--- src/rtl/instr_encoder_loader_if.sv ---
// Host-facing instruction channel and program-memory write port of instr_encoder_loader.
// Instruction channel: a transfer happens on a rising clk edge where in_valid and in_ready are both 1; fields are sampled only then. Memory port: mem_req/mem_addr/mem_wdata stay stable until a cycle with mem_gnt=1 completes the write.
interface instr_encoder_loader_if #(
  parameter int ADDR_W = 16
) ();
  logic              in_valid;
  logic              in_ready;
  logic [4:0]        in_op;
  logic [2:0]        in_rx;
  logic [2:0]        in_ry;
  logic [15:0]       in_imm;
  logic              in_last;
  logic              mem_req;
  logic [ADDR_W-1:0] mem_addr;
  logic [15:0]       mem_wdata;
  logic              mem_gnt;

  modport master (
    output in_valid, in_op, in_rx, in_ry, in_imm, in_last, mem_gnt,
    input  in_ready, mem_req, mem_addr, mem_wdata
  );

  modport slave (
    input  in_valid, in_op, in_rx, in_ry, in_imm, in_last, mem_gnt,
    output in_ready, mem_req, mem_addr, mem_wdata
  );
endinterface

--- src/rtl/instr_encoder_loader.sv ---
// Encodes symbolic instructions into 16-bit CPU words and writes them sequentially into
// program memory; li16 expands into mvi + mvhi and is range-checked before any write.
module instr_encoder_loader #(
  parameter int                ADDR_W     = 16,
  parameter logic [ADDR_W-1:0] BASE_ADDR  = '0,
  parameter logic [ADDR_W-1:0] LIMIT_ADDR = {{(ADDR_W-1){1'b1}}, 1'b0}
) (
  input  logic                  clk,
  input  logic                  reset,
  input  logic                  start,
  input  logic                  start_addr_sel,
  input  logic [ADDR_W-1:0]     start_addr,
  instr_encoder_loader_if.slave bus,
  output logic                  busy,
  output logic                  done,
  output logic                  error,
  output logic [1:0]            err_code,
  output logic [ADDR_W-1:0]     word_count,
  output logic [2:0]            dbg_state
);

  typedef enum logic [2:0] {
    S_IDLE   = 3'd0,
    S_ACCEPT = 3'd1,
    S_ENC    = 3'd2,
    S_WRITE1 = 3'd3,
    S_WRITE2 = 3'd4,
    S_DONE   = 3'd5,
    S_ERR    = 3'd6
  } state_t;

  localparam logic [ADDR_W-1:0] ADDR_STEP  = ADDR_W'(2);
  localparam logic [ADDR_W-1:0] WC_ONE     = ADDR_W'(1);
  localparam logic [ADDR_W-1:0] EVEN_MASK  = ~ADDR_W'(1);
  localparam logic [ADDR_W:0]   STEP_WIDE  = (ADDR_W+1)'(2);
  localparam logic [ADDR_W:0]   LIMIT_WIDE = {1'b0, LIMIT_ADDR};

  localparam logic [4:0] OP_MVI  = 5'b10000;
  localparam logic [4:0] OP_MVHI = 5'b10110;

  state_t            state_q, state_d;
  logic [ADDR_W-1:0] addr_q, addr_d;
  logic [ADDR_W-1:0] wc_q, wc_d;
  logic [1:0]        err_code_q, err_code_d;
  logic [4:0]        op_q, op_d;
  logic [2:0]        rx_q, rx_d;
  logic [2:0]        ry_q, ry_d;
  logic [15:0]       imm_q, imm_d;
  logic              last_q, last_d;

  logic [15:0]       word1, word2;
  logic [1:0]        enc_err;
  logic              is_li16;
  logic [ADDR_W:0]   addr_plus2;

  // Encoder works on the captured fields, which stay put through both write states.
  always_comb begin
    word1      = '0;
    word2      = '0;
    enc_err    = 2'd0;
    is_li16    = 1'b0;
    addr_plus2 = {1'b0, addr_q} + STEP_WIDE;
    word1[4:0] = op_q;
    case (op_q)
      5'b00000, 5'b00001, 5'b00010, 5'b00011, 5'b00100, 5'b00101: begin
        word1[7:5]  = rx_q;
        word1[10:8] = ry_q;
      end
      5'b10000, 5'b10001, 5'b10010, 5'b10011, 5'b10110: begin
        word1[7:5]  = rx_q;
        word1[15:8] = imm_q[7:0];
      end
      5'b01000, 5'b01001, 5'b01010: begin
        word1[7:5] = rx_q;
      end
      5'b11000, 5'b11001, 5'b11010: begin
        word1[15:5] = imm_q[10:0];
        if (imm_q[15:11] != {5{imm_q[10]}}) enc_err = 2'd3;
      end
      5'b11111: begin
        is_li16 = 1'b1;
        word1   = {imm_q[7:0], rx_q, OP_MVI};
        word2   = {imm_q[15:8], rx_q, OP_MVHI};
      end
      default: enc_err = 2'd1;
    endcase
    // Both words of li16 must fit before the first is written.
    if (enc_err == 2'd0) begin
      if ((addr_q > LIMIT_ADDR) || (is_li16 && (addr_plus2 > LIMIT_WIDE))) enc_err = 2'd2;
    end
  end

  always_comb begin
    state_d    = state_q;
    addr_d     = addr_q;
    wc_d       = wc_q;
    err_code_d = err_code_q;
    op_d       = op_q;
    rx_d       = rx_q;
    ry_d       = ry_q;
    imm_d      = imm_q;
    last_d     = last_q;
    case (state_q)
      S_IDLE, S_ERR: begin
        if (start) begin
          addr_d     = start_addr_sel ? (start_addr & EVEN_MASK) : BASE_ADDR;
          wc_d       = '0;
          err_code_d = 2'd0;
          state_d    = S_ACCEPT;
        end
      end
      S_ACCEPT: begin
        if (bus.in_valid) begin
          op_d    = bus.in_op;
          rx_d    = bus.in_rx;
          ry_d    = bus.in_ry;
          imm_d   = bus.in_imm;
          last_d  = bus.in_last;
          state_d = S_ENC;
        end
      end
      S_ENC: begin
        if (enc_err != 2'd0) begin
          err_code_d = enc_err;
          state_d    = S_ERR;
        end else begin
          state_d = S_WRITE1;
        end
      end
      S_WRITE1: begin
        if (bus.mem_gnt) begin
          addr_d = addr_q + ADDR_STEP;
          wc_d   = wc_q + WC_ONE;
          if (is_li16)     state_d = S_WRITE2;
          else if (last_q) state_d = S_DONE;
          else             state_d = S_ACCEPT;
        end
      end
      S_WRITE2: begin
        if (bus.mem_gnt) begin
          addr_d  = addr_q + ADDR_STEP;
          wc_d    = wc_q + WC_ONE;
          state_d = last_q ? S_DONE : S_ACCEPT;
        end
      end
      S_DONE:  state_d = S_IDLE;
      default: state_d = S_IDLE;
    endcase
  end

  always_ff @(posedge clk or negedge reset) begin
    if (!reset) begin
      state_q    <= S_IDLE;
      addr_q     <= BASE_ADDR;
      wc_q       <= '0;
      err_code_q <= 2'd0;
      op_q       <= '0;
      rx_q       <= '0;
      ry_q       <= '0;
      imm_q      <= '0;
      last_q     <= 1'b0;
    end else begin
      state_q    <= state_d;
      addr_q     <= addr_d;
      wc_q       <= wc_d;
      err_code_q <= err_code_d;
      op_q       <= op_d;
      rx_q       <= rx_d;
      ry_q       <= ry_d;
      imm_q      <= imm_d;
      last_q     <= last_d;
    end
  end

  // Address and data are gated by the request so every output reads 0 outside a write.
  assign bus.in_ready  = (state_q == S_ACCEPT);
  assign bus.mem_req   = (state_q == S_WRITE1) || (state_q == S_WRITE2);
  assign bus.mem_addr  = bus.mem_req ? addr_q : '0;
  assign bus.mem_wdata = (state_q == S_WRITE1) ? word1 :
                         (state_q == S_WRITE2) ? word2 : 16'h0000;
  assign busy          = (state_q == S_ACCEPT) || (state_q == S_ENC) ||
                         (state_q == S_WRITE1) || (state_q == S_WRITE2);
  assign done          = (state_q == S_DONE);
  assign error         = (state_q == S_ERR);
  assign err_code      = err_code_q;
  assign word_count    = wc_q;
  assign dbg_state     = state_q;

endmodule
--- src/flat_wrapper.sv ---
// flat-port wrapper written by rule: the top's interface ports become plain ports
module instr_encoder_loader_flat 
#(
  parameter int                ADDR_W     = 16,
  parameter logic [ADDR_W-1:0] BASE_ADDR  = '0,
  parameter logic [ADDR_W-1:0] LIMIT_ADDR = {{(ADDR_W-1){1'b1}}, 1'b0}
)
  (clk, reset, start, start_addr_sel, start_addr, busy, done, error, err_code, word_count, dbg_state, bus_in_valid, bus_in_op, bus_in_rx, bus_in_ry, bus_in_imm, bus_in_last, bus_mem_gnt, bus_in_ready, bus_mem_req, bus_mem_addr, bus_mem_wdata);
  instr_encoder_loader_if #(.ADDR_W(ADDR_W)) bus_i ();
  input  logic clk;
  input  logic reset;
  input  logic start;
  input  logic start_addr_sel;
  input  logic [ADDR_W-1:0] start_addr;
  output logic busy;
  output logic done;
  output logic error;
  output logic [1:0] err_code;
  output logic [ADDR_W-1:0] word_count;
  output logic [2:0] dbg_state;
  input wire logic [$bits(bus_i.in_valid)-1:0] bus_in_valid;
  input wire logic [$bits(bus_i.in_op)-1:0] bus_in_op;
  input wire logic [$bits(bus_i.in_rx)-1:0] bus_in_rx;
  input wire logic [$bits(bus_i.in_ry)-1:0] bus_in_ry;
  input wire logic [$bits(bus_i.in_imm)-1:0] bus_in_imm;
  input wire logic [$bits(bus_i.in_last)-1:0] bus_in_last;
  input wire logic [$bits(bus_i.mem_gnt)-1:0] bus_mem_gnt;
  output wire logic [$bits(bus_i.in_ready)-1:0] bus_in_ready;
  output wire logic [$bits(bus_i.mem_req)-1:0] bus_mem_req;
  output wire logic [$bits(bus_i.mem_addr)-1:0] bus_mem_addr;
  output wire logic [$bits(bus_i.mem_wdata)-1:0] bus_mem_wdata;
  assign bus_i.in_valid = bus_in_valid;
  assign bus_i.in_op = bus_in_op;
  assign bus_i.in_rx = bus_in_rx;
  assign bus_i.in_ry = bus_in_ry;
  assign bus_i.in_imm = bus_in_imm;
  assign bus_i.in_last = bus_in_last;
  assign bus_i.mem_gnt = bus_mem_gnt;
  assign bus_in_ready = bus_i.in_ready;
  assign bus_mem_req = bus_i.mem_req;
  assign bus_mem_addr = bus_i.mem_addr;
  assign bus_mem_wdata = bus_i.mem_wdata;
  instr_encoder_loader #(.ADDR_W(ADDR_W), .BASE_ADDR(BASE_ADDR), .LIMIT_ADDR(LIMIT_ADDR)) u_core (.clk(clk), .reset(reset), .start(start), .start_addr_sel(start_addr_sel), .start_addr(start_addr), .bus(bus_i), .busy(busy), .done(done), .error(error), .err_code(err_code), .word_count(word_count), .dbg_state(dbg_state));
endmodule
--- config.mk ---
export PLATFORM = sky130hd
export DESIGN_NAME = instr_encoder_loader_flat
export DESIGN_NICKNAME = d
export VERILOG_FILES = /design/src/rtl/instr_encoder_loader_if.sv /design/src/rtl/instr_encoder_loader.sv /design/src/flat_wrapper.sv
export SDC_FILE = /design/constraint.sdc
export NUM_CORES = 1
export LEC_CHECK = 0
export BUFFER_PORTS_ARGS = -buffer_cell sky130_fd_sc_hd__buf_4
export CAP_MARGIN = 10
export CELL_PAD_IN_SITES_DETAIL_PLACEMENT = 1
export CELL_PAD_IN_SITES_GLOBAL_PLACEMENT = 2
export CORE_UTILIZATION = 32
export CTS_BUF_LIST = sky130_fd_sc_hd__clkbuf_4
export DETAILED_ROUTE_END_ITERATION = 10
export PLACE_DENSITY_LB_ADDON = 0.05
export SLEW_MARGIN = 20
export SYNTH_ARGS = -nofsm -noshare
export SYNTH_HDL_FRONTEND = slang
export SYNTH_SLANG_ARGS = --single-unit
--- constraint.sdc ---
create_clock -name clk -period 1.95 [get_ports clk]
set_input_delay 0.39 -clock clk [delete_from_list [all_inputs] [get_ports clk]]
set_output_delay 0.39 -clock clk [all_outputs]
set_load 0.02 [all_outputs]
==> impl_results.md, run 1 <==
- Run status: finished with violations
- Failing checks: DRC, setup timing
- Clock sink count: 64
- Die width: 112.2 um
- Final setup viols: 96
- Antenna cells: 0
- Met1 wire length: 6512 um
- Vias in the first global route: 4140
- P per Cell Area: 1544 mW/mm^2
- CP startpoint kind: register
- Post-synth top area cell: dfrtp_1
- First-pass GRT wire length: 21650 um
- Crit path top cell by count: buf_6
- Drt first pass iters: 7
- Fmax achieved: 400.6 MHz
- Crit. End Element: output pin
- Clock period minus worst slack: 2.496 ns
- Synth Warn #: 0
- Max VDD drop: 0.0006949 V
- Largest net degree at the start of global routing: 38
- CP max stage cell: dfrtp_2
- I/O pins: 108
- CTS Root Cell: clkbuf_4
- Met2 wire len: 6985 um
- P&R area growth vs syn: 65.98%
- Clock buffer depth: 2
- Via count: 4045
- Number of port buffers: 105
- DR vias/cell: 5.358
- Ys async rst share: 100.0%
- GPL Wtd Cong: 0.8160
- Final worst slack: -0.5462 ns
- DIE AREA: 0.01259 sq mm
- Critical Path RT: 1.56 ns
- CTS tree: built
- Max Slew Vio Count: 0
- TritonCTS buffer count: 9
- Die height: 112.2 um
- Rel. slew slack: 61.58%
- Final wirelength: 14230 um
- # DRC: 5
- Antenna viol nets, final: 0
- Post-DP HPWL: 8980 um
- Critical path data arrival time: 2.11 ns
- DR WL met3: 532 um
- Seq/Total Area, Yosys: 41.20%
- Max H-tree Level: 3
- Top Layer Used: met4
- Most used flip-flop cell after synthesis: dfrtp_1
- Initial DRC Count: 239
- Mapped Avg Cell Area: 9.345 sq um
- Post-synthesis cell type count: 62
- Final Hold Fails: 0
- Ratio of cells with drive above 1 in the final layout: 55.56%
- Register bit total from synthesis: 64
- Dominant cells by area after synthesis: dfrtp_1 41%, mux2_2 8.1%, o21ai_0 4.4%
- Share of the synthesized area in the top cell type: 41.20%
- Period utilisation layout: 128.0%
- Final #Nets: 660
- Min-Delay Path Depth: 2
- FP Rows: 39
- Number of flops mapped to enable cells by yosys: 0
- CTS clk-pin slew, worst paths: 0.13 ns
- Cells after Synth: 416
- Crit-path max FO: 4
- Hold Path Class: in2reg
- Worst slew pin tran: 0.5618 ns
- Synthesized cell area: 0.003887 sq mm
- Largest stage delay, worst path: 0.43 ns
- Core Region: 0.01161 sq mm
- Most frequent cells in the layout: 124 x buf_4, 67 x buf_6, 59 x dfrtp_1
- Syn Nets: 469
- GRT Resource Usage Total: 22.02%
- Antenna violations before repair: 0
- Reg-to-reg slack, setup: -0.26 ns
- Final setup TNS: -19.88 ns
- Gr ovfl total: 0
- Reg2reg path depth: 10
- Most common cell after layout, fill and taps aside: buf_4
- Critical path cell sequence: buf_6 > buf_4 > a21o_1 > o21ai_2 > a211oi_2 > o21bai_4 > a32o_2 > buf_6
- Worst Skew: 0.01550 ns
- Pleak: 0.002919 uW
- Placed Instances: 691
- Non-Filler Instances: 755
- Post-DR wirelength/cell: 18.85 um
- Max-Cap Viols: 0
- Worst setup path class: reg2out
- Clk_lat worst skew: 0.45 ns
- RSZ-0062 raised after global routing: true
- Starting Density: 33.47%
## state kept, by name, indices dropped and copies added, names as in the netlist
name               count
u_core.addr_q         15
u_core.dbg_state       3
u_core.err_code        2
u_core.imm_q          16
u_core.last_q          1
u_core.op_q            5
u_core.rx_q            3
u_core.ry_q            3
u_core.word_count     16
## per-stage QoR
step / hold WS [ns] / cell area, sq um / total power [uW] / setup WS (ns) / utilization [%]
after floorplan: 0.09441 / 3964 / 4916 / -0.004872 / -
after global placement: 0.3514 / 5245 / 6671 / -0.08069 / 45.16
after detailed placement: 0.3665 / 5245 / 6782 / -0.1151 / 45.16
after CTS: 0.1185 / 5977 / 9018 / -0.5717 / 51.47
after global routing: 0.1307 / 6452 / 10520 / -0.6315 / 55.56
final: 0.1593 / 6452 / 9960 / -0.5462 / 55.56
## cell families (layout without fill, tap and decap cells)
logic type      Yosys count  in the layout  synth area share, %
mux                      30             30                8.722
flops                    64             64                41.20
xor+xnor                 15             15                3.380
buf+inv                  44            240                5.375
simple gates            138            138                18.12
fa+ha+maj                 3              3               0.9657
other cells               1              1              0.09646
compound gates          121            121                22.14
## layer usage
metal  GRT usage (%)  vias up
met1           29.69     2029
met4           7.822        0
met5               0        -
met2           35.53       91
met3           3.888       14
li1                -     1911
## worst max-delay path, delay by kind of cell, from the launching register on
kind / cells / cell delay, ns
AO/OA/AOI/OAI: 5 / 0.85
buffers and inverters: 3 / 0.37
flip-flops: 1 / 0.43
## synthesized netlist by cell type (3+ instances only)
library cell  instances
dfrtp_1              64
nor2_1               43
o21ai_0              34
nand2_1              31
mux2_2               28
inv_1                15
a21oi_1              13
and2_1               13
buf_2                13
xor2_1               13
nand3_1              11
nor3_1                9
a22oi_1               8
buf_4                 7
clkbuf_1              7
a211oi_1              6
a21o_1                6
a22o_1                6
o2bb2ai_1             6
and3_1                5
o211ai_1              5
a31oi_1               4
a32o_1                4
a32oi_1               4
nand4_1               4
nor4_1                4
a222oi_1              3
ha_1                  3
o2111ai_1             3
o21bai_1              3
or2_2                 3
## where the power goes
| part | switching [uW] | internal (uW) | leakage [uW] |
|---|---|---|---|
| clock | 553 | 549 | 0.0000887 |
| combinational | 3110 | 3390 | 0.00203 |
| sequential | 527 | 1830 | 0.000799 |
| total | 4190 | 5770 | 0.00292 |
## final cells by class
class	instances	area, sq um
inverters	16	71.32
clock buffers	11	82.58
fillers	1294	5161
clock inverters	5	81.33
multi-input cells	308	2426
flip-flops and latches	64	1608
well taps	143	178.9
repair buffers	207	1988
repair inverters	1	16.27
## worst paths after layout
check,startpoint,end
max,u_core.op_q[2],bus_mem_wdata[5]
min,bus_in_last,u_core.last_q
max reg2reg,u_core.dbg_state[2],u_core.addr_q[13]
min reg2reg,u_core.err_code[1],u_core.err_code[1]
max in group asynchronous,reset,u_core.addr_q[12]
min in group asynchronous,reset,u_core.err_code[0]
## timing repair
item | in CTS | in global routing
setup buffers | 19 | 27
pin swaps | 19 | 27
resized for setup | 100 | 81
endpoints found under the hold margin | 27 | 0
hold buffers | 1 | 0
endpoints found under the setup margin | 41 | 57
cloned | 4 | 1
Note: power is estimated with default switching activity, not from simulation.
==> run 2, diff against run 1 <==
--- a/config.mk
+++ b/config.mk
@@ -13,7 +13,7 @@
 export CTS_BUF_LIST = sky130_fd_sc_hd__clkbuf_4
 export DETAILED_ROUTE_END_ITERATION = 10
 export PLACE_DENSITY_LB_ADDON = 0.05
-export SLEW_MARGIN = 20
 export SYNTH_ARGS = -nofsm -noshare
 export SYNTH_HDL_FRONTEND = slang
 export SYNTH_SLANG_ARGS = --single-unit
+export TNS_END_PERCENT = 20
==> run 2 against run 1 <==
The run still ends with DRC, setup timing left. Critical path depth decreased by 1. Worst hold slack got worse by 0.00082 ns. Global-route usage decreased by 1.6 points. Die area unchanged. Routed wire length decreased by 15%. Sequential share of layout area increased by 3.9 points. Register-to-register slack improved by 0.37 ns. Combinational power decreased by 29%. Count of clock-buffer cells in the layout decreased by 2. Core utilization decreased by 7.6 points. Cell area decreased by 14%. Critical path type unchanged.
==> impl_results.md, run 2 (same netlist as run 1, synthesis figures left out) <==
- Clock period minus worst slack: 2.436 ns (-0.06022 ns)
- Worst slew pin tran: 0.6320 ns (+0.07015 ns)
- Final Hold Fails: 0 (unchanged)
- Clk_lat worst skew: 0.46 ns (about the same)
- Pleak: 0.002530 uW (-13%)
- Most common cell after layout, fill and taps aside: buf_4
- Final Total Pwr: 8074 uW (-19%)
- Final #Nets: 612 (-7.3%)
- CP startpoint kind: register
- GRT Resource Usage Total: 20.41% (-1.6 points)
- Rel. slew slack: 56.78% (-4.8 points)
- Hold Slack: 0.1585 ns (-0.0008240 ns)
- Clock sink count: 64 (unchanged)
- Fmax achieved: 410.5 MHz (+2.5%)
- Top Layer Used: met4
- Min-Delay Path Depth: 2 (unchanged)
- Fillers: 1358 (+4.9%)
- Crit-path max FO: 9 (+5)
- Gr ovfl total: 0 (unchanged)
- I/O pins: 108 (unchanged)
- Max Slew Vio Count: 0 (unchanged)
- Period utilisation layout: 124.9% (-3.1 points)
- Via count: 3777 (-6.6%)
- Antenna viol nets, final: 0 (unchanged)
- Worst setup path class: reg2out
- Vias in the first global route: 3874 (-6.4%)
- DR vias/cell: 5.335 (-0.43%)
- Critical path data arrival time: 2.05 ns (-0.06 ns)
- Ratio of cells with drive above 1 in the final layout: 45.21% (-10 points)
- # DRC: 5 (unchanged)
- Non-Filler Instances: 708 (-6.2%)
- Number of port buffers: 105 (unchanged)
- CTS Root Cell: clkbuf_4
- RSZ-0062 raised after global routing: true
- CTS clk-pin slew, worst paths: 0.12 ns (about the same)
- Die height: 112.2 um (unchanged)
- Hold Path Class: in2reg
- Antenna violations before repair: 1 (+1)
- Post-DR wirelength/cell: 17.10 um (-9.3%)
- Reg2reg path depth: 6 (-4)
- DIE AREA: 0.01259 sq mm (unchanged)
- GPL Wtd Cong: 0.8120 (-0.49%)
- Largest net degree at the start of global routing: 39 (+2.6%)
- Worst Skew: 0.007138 ns (-0.008359 ns)
- Post-DP HPWL: 8884 um (-1.1%)
- Failing checks: DRC, setup timing
- P per Cell Area: 1448 mW/mm^2 (-6.2%)
- Starting Density: 33.47% (unchanged)
- Max H-tree Level: 3 (unchanged)
- Final wirelength: 12110 um (-15%)
- Die width: 112.2 um (unchanged)
- Crit. End Element: output pin
- Met1 wire length: 5859 um (-10%)
- First-pass GRT wire length: 20120 um (-7.0%)
- Final Cell Area: 0.005574 sq mm (-14%)
- TritonCTS buffer count: 9 (unchanged)
- P&R area growth vs syn: 43.39%
- Core Region: 0.01161 sq mm (unchanged)
- CTS tree: built
- Finished Core Util: 48.00% (-7.6 points)
- Critical Path RT: 1.56 ns (about the same)
- Max-Cap Viols: 0 (unchanged)
- FP Rows: 39 (unchanged)
- Final setup viols: 34 (-65%)
- Initial DRC Count: 94 (-61%)
- Placed Instances: 689 (-0.29%)
- Run status: finished with violations
- Met2 wire len: 5590 um (-20%)
- Max VDD drop: 0.0005784 V (-17%)
- Most frequent cells in the layout: 135 x buf_4, 59 x dfrtp_1, 39 x nor2_1
- Final worst slack: -0.4860 ns (+0.06023 ns)
- Clock buffer depth: 2 (unchanged)
- Dpl cell area: 0.005228 sq mm (-0.33%)
- Drt first pass iters: 7 (unchanged)
- DR WL met3: 568 um (+6.8%)
[run 2: final cells by class]
type | count | area [sq um] | area share, %
Multi-Input combinational cell | 308 | 2217 | 39.78
Sequential cell | 64 | 1608 | 28.84
Timing Repair Buffer | 160 | 1341 | 24.06
Tap cell | 143 | 178.9 | 3.210
Clock inverter | 7 | 96.34 | 1.728
Clock buffer | 9 | 67.56 | 1.212
Inverter | 16 | 62.56 | 1.122
Antenna cell | 1 | 2.502 | 0.04489
[run 2: metal layers]
metal,up-vias,GRT usage (%)
li1,1814,-
met5,-,0
met2,83,31.68
met3,5,5.616
met4,0,5.600
met1,1875,27.92
[run 2: timing repair]
action / in CTS / in global routing
pin swaps: 11 / 3
resized for setup: 29 / 15
setup buffers: 1 / 1
hold endpoints to repair: 26 / 0
endpoints found under the setup margin: 37 / 65
hold buffers: 1 / 0
[run 2: metrics by stage]
step           setup slack (ns)   TNS, ns
4_1_cts                 -0.5187    -11.29
3_3_place_gp           -0.09643   -0.4775
6_report                -0.4860    -9.514
3_5_place_dp            -0.1401   -0.7059
5_1_grt                 -0.6225    -13.32
2_1_floorplan          -0.02117  -0.03578
[run 2: worst max-delay path: stages (launching register included)]
cell and delay (ns):
dfrtp_2 0.45, or2_4 0.14, a21oi_2 0.05, a21o_1 0.19
buf_12 0.15, a222oi_1 0.38, o21ai_2 0.10, buf_6 0.14
[run 2: path summary, 6_finish.rpt]
kind                                     start                 end  slack [ns]
max                             u_core.op_q[3]    bus_mem_wdata[9]       -0.49
min                             bus_in_imm[15]    u_core.imm_q[15]        0.16
max reg2reg                u_core.dbg_state[2]     u_core.imm_q[8]        0.11
min reg2reg                 u_core.err_code[0]  u_core.err_code[0]        0.52
max in group asynchronous                reset    u_core.addr_q[2]        1.00
min in group asynchronous                reset  u_core.err_code[1]        0.39
[run 2: power breakdown]
part	total [uW]	switching (uW)	internal [uW]
clock	1100	584	518
sequential	2340	502	1840
combinational	4630	2380	2250
total	8070	3470	4610
==> run 3, diff against run 2 <==
--- a/config.mk
+++ b/config.mk
@@ -5,11 +5,12 @@
 export SDC_FILE = /design/constraint.sdc
 export NUM_CORES = 1
 export LEC_CHECK = 0
+export ABC_AREA = 1
 export BUFFER_PORTS_ARGS = -buffer_cell sky130_fd_sc_hd__buf_4
 export CAP_MARGIN = 10
 export CELL_PAD_IN_SITES_DETAIL_PLACEMENT = 1
 export CELL_PAD_IN_SITES_GLOBAL_PLACEMENT = 2
-export CORE_UTILIZATION = 32
+export CORE_UTILIZATION = 30
 export CTS_BUF_LIST = sky130_fd_sc_hd__clkbuf_4
 export DETAILED_ROUTE_END_ITERATION = 10
 export PLACE_DENSITY_LB_ADDON = 0.05
==> run 3 against run 2 <==
The run ends with setup timing left. Global-route usage is 0.33 points lower. Clock power hardly changed. Register-to-register slack got worse by 0.16 ns. Critical endpoint is now bus_mem_wdata[5]. Largest cell class unchanged.
==> impl_results.md, run 3 <==
- Run status: finished with violations
- Failing checks: setup timing
- Max VDD drop: 0.0007555 V (+31%)
- Clk_lat worst skew: 0.46 ns (about the same)
- Post-DP HPWL: 9537 um (+7.4%)
- P per Cell Area: 1398 mW/mm^2 (-3.5%)
- Hold Slack: 0.1425 ns (-0.01600 ns)
- Pleak: 0.002802 uW (+11%)
- Hold Path Class: in2reg
- TritonCTS buffer count: 9 (unchanged)
- Final Cell Area: 0.005898 sq mm (+5.8%)
- Finished Core Util: 44.54% (-3.5 points)
- Final Hold Fails: 0 (unchanged)
- Worst Skew: 0.008721 ns (+0.001584 ns)
- Antenna viol nets, final: 0 (unchanged)
- RSZ-0062 raised after global routing: true
- CTS clk-pin slew, worst paths: 0.13 ns (about the same)
- Clock sink count: 64 (unchanged)
- Dpl cell area: 0.005147 sq mm (-1.5%)
- Most numerous cell in the Yosys netlist: nand2_1
- Final setup TNS: -6.536 ns (+2.978 ns)
- Period utilisation layout: 115.6% (-9.3 points)
- Register bit total from synthesis: 64 (unchanged)
- Max Slew Vio Count: 0 (unchanged)
- Initial DRC Count: 95 (+1.1%)
- DR vias/cell: 4.839 (-9.3%)
- Die width: 118.3 um (+5.4%)
- Final setup viols: 35 (+2.9%)
- Die height: 118.3 um (+5.4%)
- Ratio of cells with drive above 1 in the final layout: 39.36% (-5.8 points)
- Mapped Avg Cell Area: 7.407 sq um (-21%)
- Synth Warn #: 0 (unchanged)
- Post-synthesis cell type count: 33 (-47%)
- Largest net degree at the start of global routing: 65 (+67%)
- Via count: 4200 (+11%)
- Fmax achieved: 443.6 MHz (+8.1%)
- Critical Path RT: 1.56 ns (about the same)
- # DRC: 0 (-5)
- Reg-to-reg slack, setup: -0.05 ns (-0.16 ns)
- Most used flip-flop cell after synthesis: dfrtp_1
- Syn Nets: 601 (+28%)
- Seq/Total Area, Yosys: 39.46% (-1.7 points)
- Number of flops mapped to enable cells by yosys: 0 (unchanged)
- Crit-path max FO: 5 (-4)
- P&R area growth vs syn: 45.31%
- Share of the synthesized area in the top cell type: 39.46% (-1.7 points)
- Max H-tree Level: 3 (unchanged)
- Area of the multi-input gates: 0.002341 sq mm (+5.6%)
- Number of port buffers: 105 (unchanged)
- GRT Resource Usage Total: 20.08% (-0.33 points)
- Dominant cells by area after synthesis: dfrtp_1 39%, nand2_1 14%, nor2_1 6.0%
- Clock period minus worst slack: 2.254 ns (-0.1818 ns)
- FP Rows: 42 (+7.7%)
- Synthesized cell area: 0.004059 sq mm (+4.4%)
- Most common cell after layout, fill and taps aside: nand2_1
- Gr ovfl total: 0 (unchanged)
- GPL Wtd Cong: 0.8061 (-0.73%)
- CTS Root Cell: clkbuf_4
- First-pass GRT wire length: 22050 um (+9.6%)
- Final #Nets: 739 (+21%)
- Vias in the first global route: 4552 (+18%)
- Fillers: 1618 (+19%)
- Clock buffer depth: 2 (unchanged)
- CTS tree: built
- Total area of sequential cells: 0.001603 sq mm (-0.31%)
- Final wirelength: 13340 um (+10%)
- I/O pins: 108 (unchanged)
- Starting Density: 30.65% (-2.8 points)
- Leading cell types by count after synthesis: 149 x nand2_1, 65 x nor2_1, 64 x dfrtp_1
- CP startpoint kind: register
- Worst setup path class: reg2out
- Pre-CTS setup slack: 0.05040 ns (+0.1905 ns)
- Final worst slack: -0.3042 ns (+0.1818 ns)
- Most frequent cells in the layout: 136 x nand2_1, 103 x buf_4, 63 x dfrtp_1
- Critical path data arrival time: 1.86 ns (-0.19 ns)
- Post-DR wirelength/cell: 15.37 um (-10%)
- DIE AREA: 0.01400 sq mm (+11%)
- Drt first pass iters: 4 (-3)
- Antenna violations before repair: 1 (unchanged)
- Ys async rst share: 100.0% (unchanged)
- Crit. End Element: output pin
- Core Region: 0.01324 sq mm (+14%)
- Max-Cap Viols: 0 (unchanged)
- Cells after Synth: 548 (+32%)
- Post-synth top area cell: dfrtp_1
## run 3: cell types whose count changed in the layout (fill, tap and decap cells not counted), sizes merged, moves of 9 or more
cell / change
nand2: +123
inv: +50
nand3: +29
nor2: +23
o21ai: +22
nand4: +17
buf: -16
and2: -13
xor2: -9
## run 3: stage by stage
| step | instances | total power, uW |
|---|---|---|
| floorplan | 548 | 4831 |
| global placement | 834 | 6062 |
| detailed placement | 834 | 6171 |
| CTS | 860 | 7709 |
| global route | 868 | 8896 |
| finish | 868 | 8247 |
## run 3: cell families after synthesis
| group | Yosys count | share of synthesized area [%] |
|---|---|---|
| AO/OA/AOI/OAI | 82 | 13.22 |
| XOR/XNOR | 4 | 0.8630 |
| adder cells (fa/ha/maj) | 3 | 0.9249 |
| buffers and inverters | 83 | 9.217 |
| flip-flops | 64 | 39.46 |
| multiplexers | 21 | 5.826 |
| other | 1 | 0.09239 |
| AND/OR/NAND/NOR | 290 | 30.39 |
## run 3: report_power, final
group,internal (uW),switching [uW]
Combinational,1990,2900
Sequential,1800,425
Clock,534,597
## run 3: per-layer routing
metal | track usage (%) | vias up | share of wire (%)
met4 | 7.372 | 0 | 1.7
met5 | 0 | - | 0
met2 | 35.63 | 75 | 51
li1 | - | 2066 | -
met1 | 22.97 | 2042 | 43
met3 | 5.357 | 17 | 4.2
## run 3: worst paths after layout
| kind | cells after the start | to | start |
|---|---|---|---|
| setup / recovery | 10 | bus_mem_wdata[5] | u_core.op_q[3] |
| hold / removal | 2 | u_core.imm_q[7] | bus_in_imm[7] |
| setup reg to reg | 11 | u_core.addr_q[12] | u_core.dbg_state[0] |
| hold reg to reg | 2 | u_core.err_code[0] | u_core.err_code[0] |
| max in group asynchronous | 3 | u_core.dbg_state[0] | reset |
| min in group asynchronous | 3 | u_core.op_q[1] | reset |
## run 3: cell type report
type / count / area share (%)
Timing Repair Buffer: 144 / 21.43
Tap cell: 176 / 3.734
Clock inverter: 7 / 1.761
Sequential cell: 64 / 27.17
Multi-Input combinational cell: 401 / 39.69
Inverter: 65 / 4.752
Clock buffer: 9 / 1.146
Antenna cell: 1 / 0.04243
Timing Repair inverter: 1 / 0.2758
## run 3: timing repair
item / in CTS / in global routing
setup endpoints to repair: 36 / 61
pin swaps: 13 / 15
hold endpoints to repair: 64 / 0
gates resized for setup: 75 / 79
gates cloned: 1 / 1
hold buffers: 1 / 0
buffers inserted: 9 / 7
## run 3: worst max-delay path, stage by stage (launching register included)
cell and delay [ns]:
dfrtp_1 0.44, nand2_1 0.09, nor2_2 0.09, nand2_2 0.10, inv_2 0.10, nand2_4 0.06
inv_4 0.06, buf_6 0.12, nand2_1 0.05, o21ai_1 0.11, buf_4 0.18
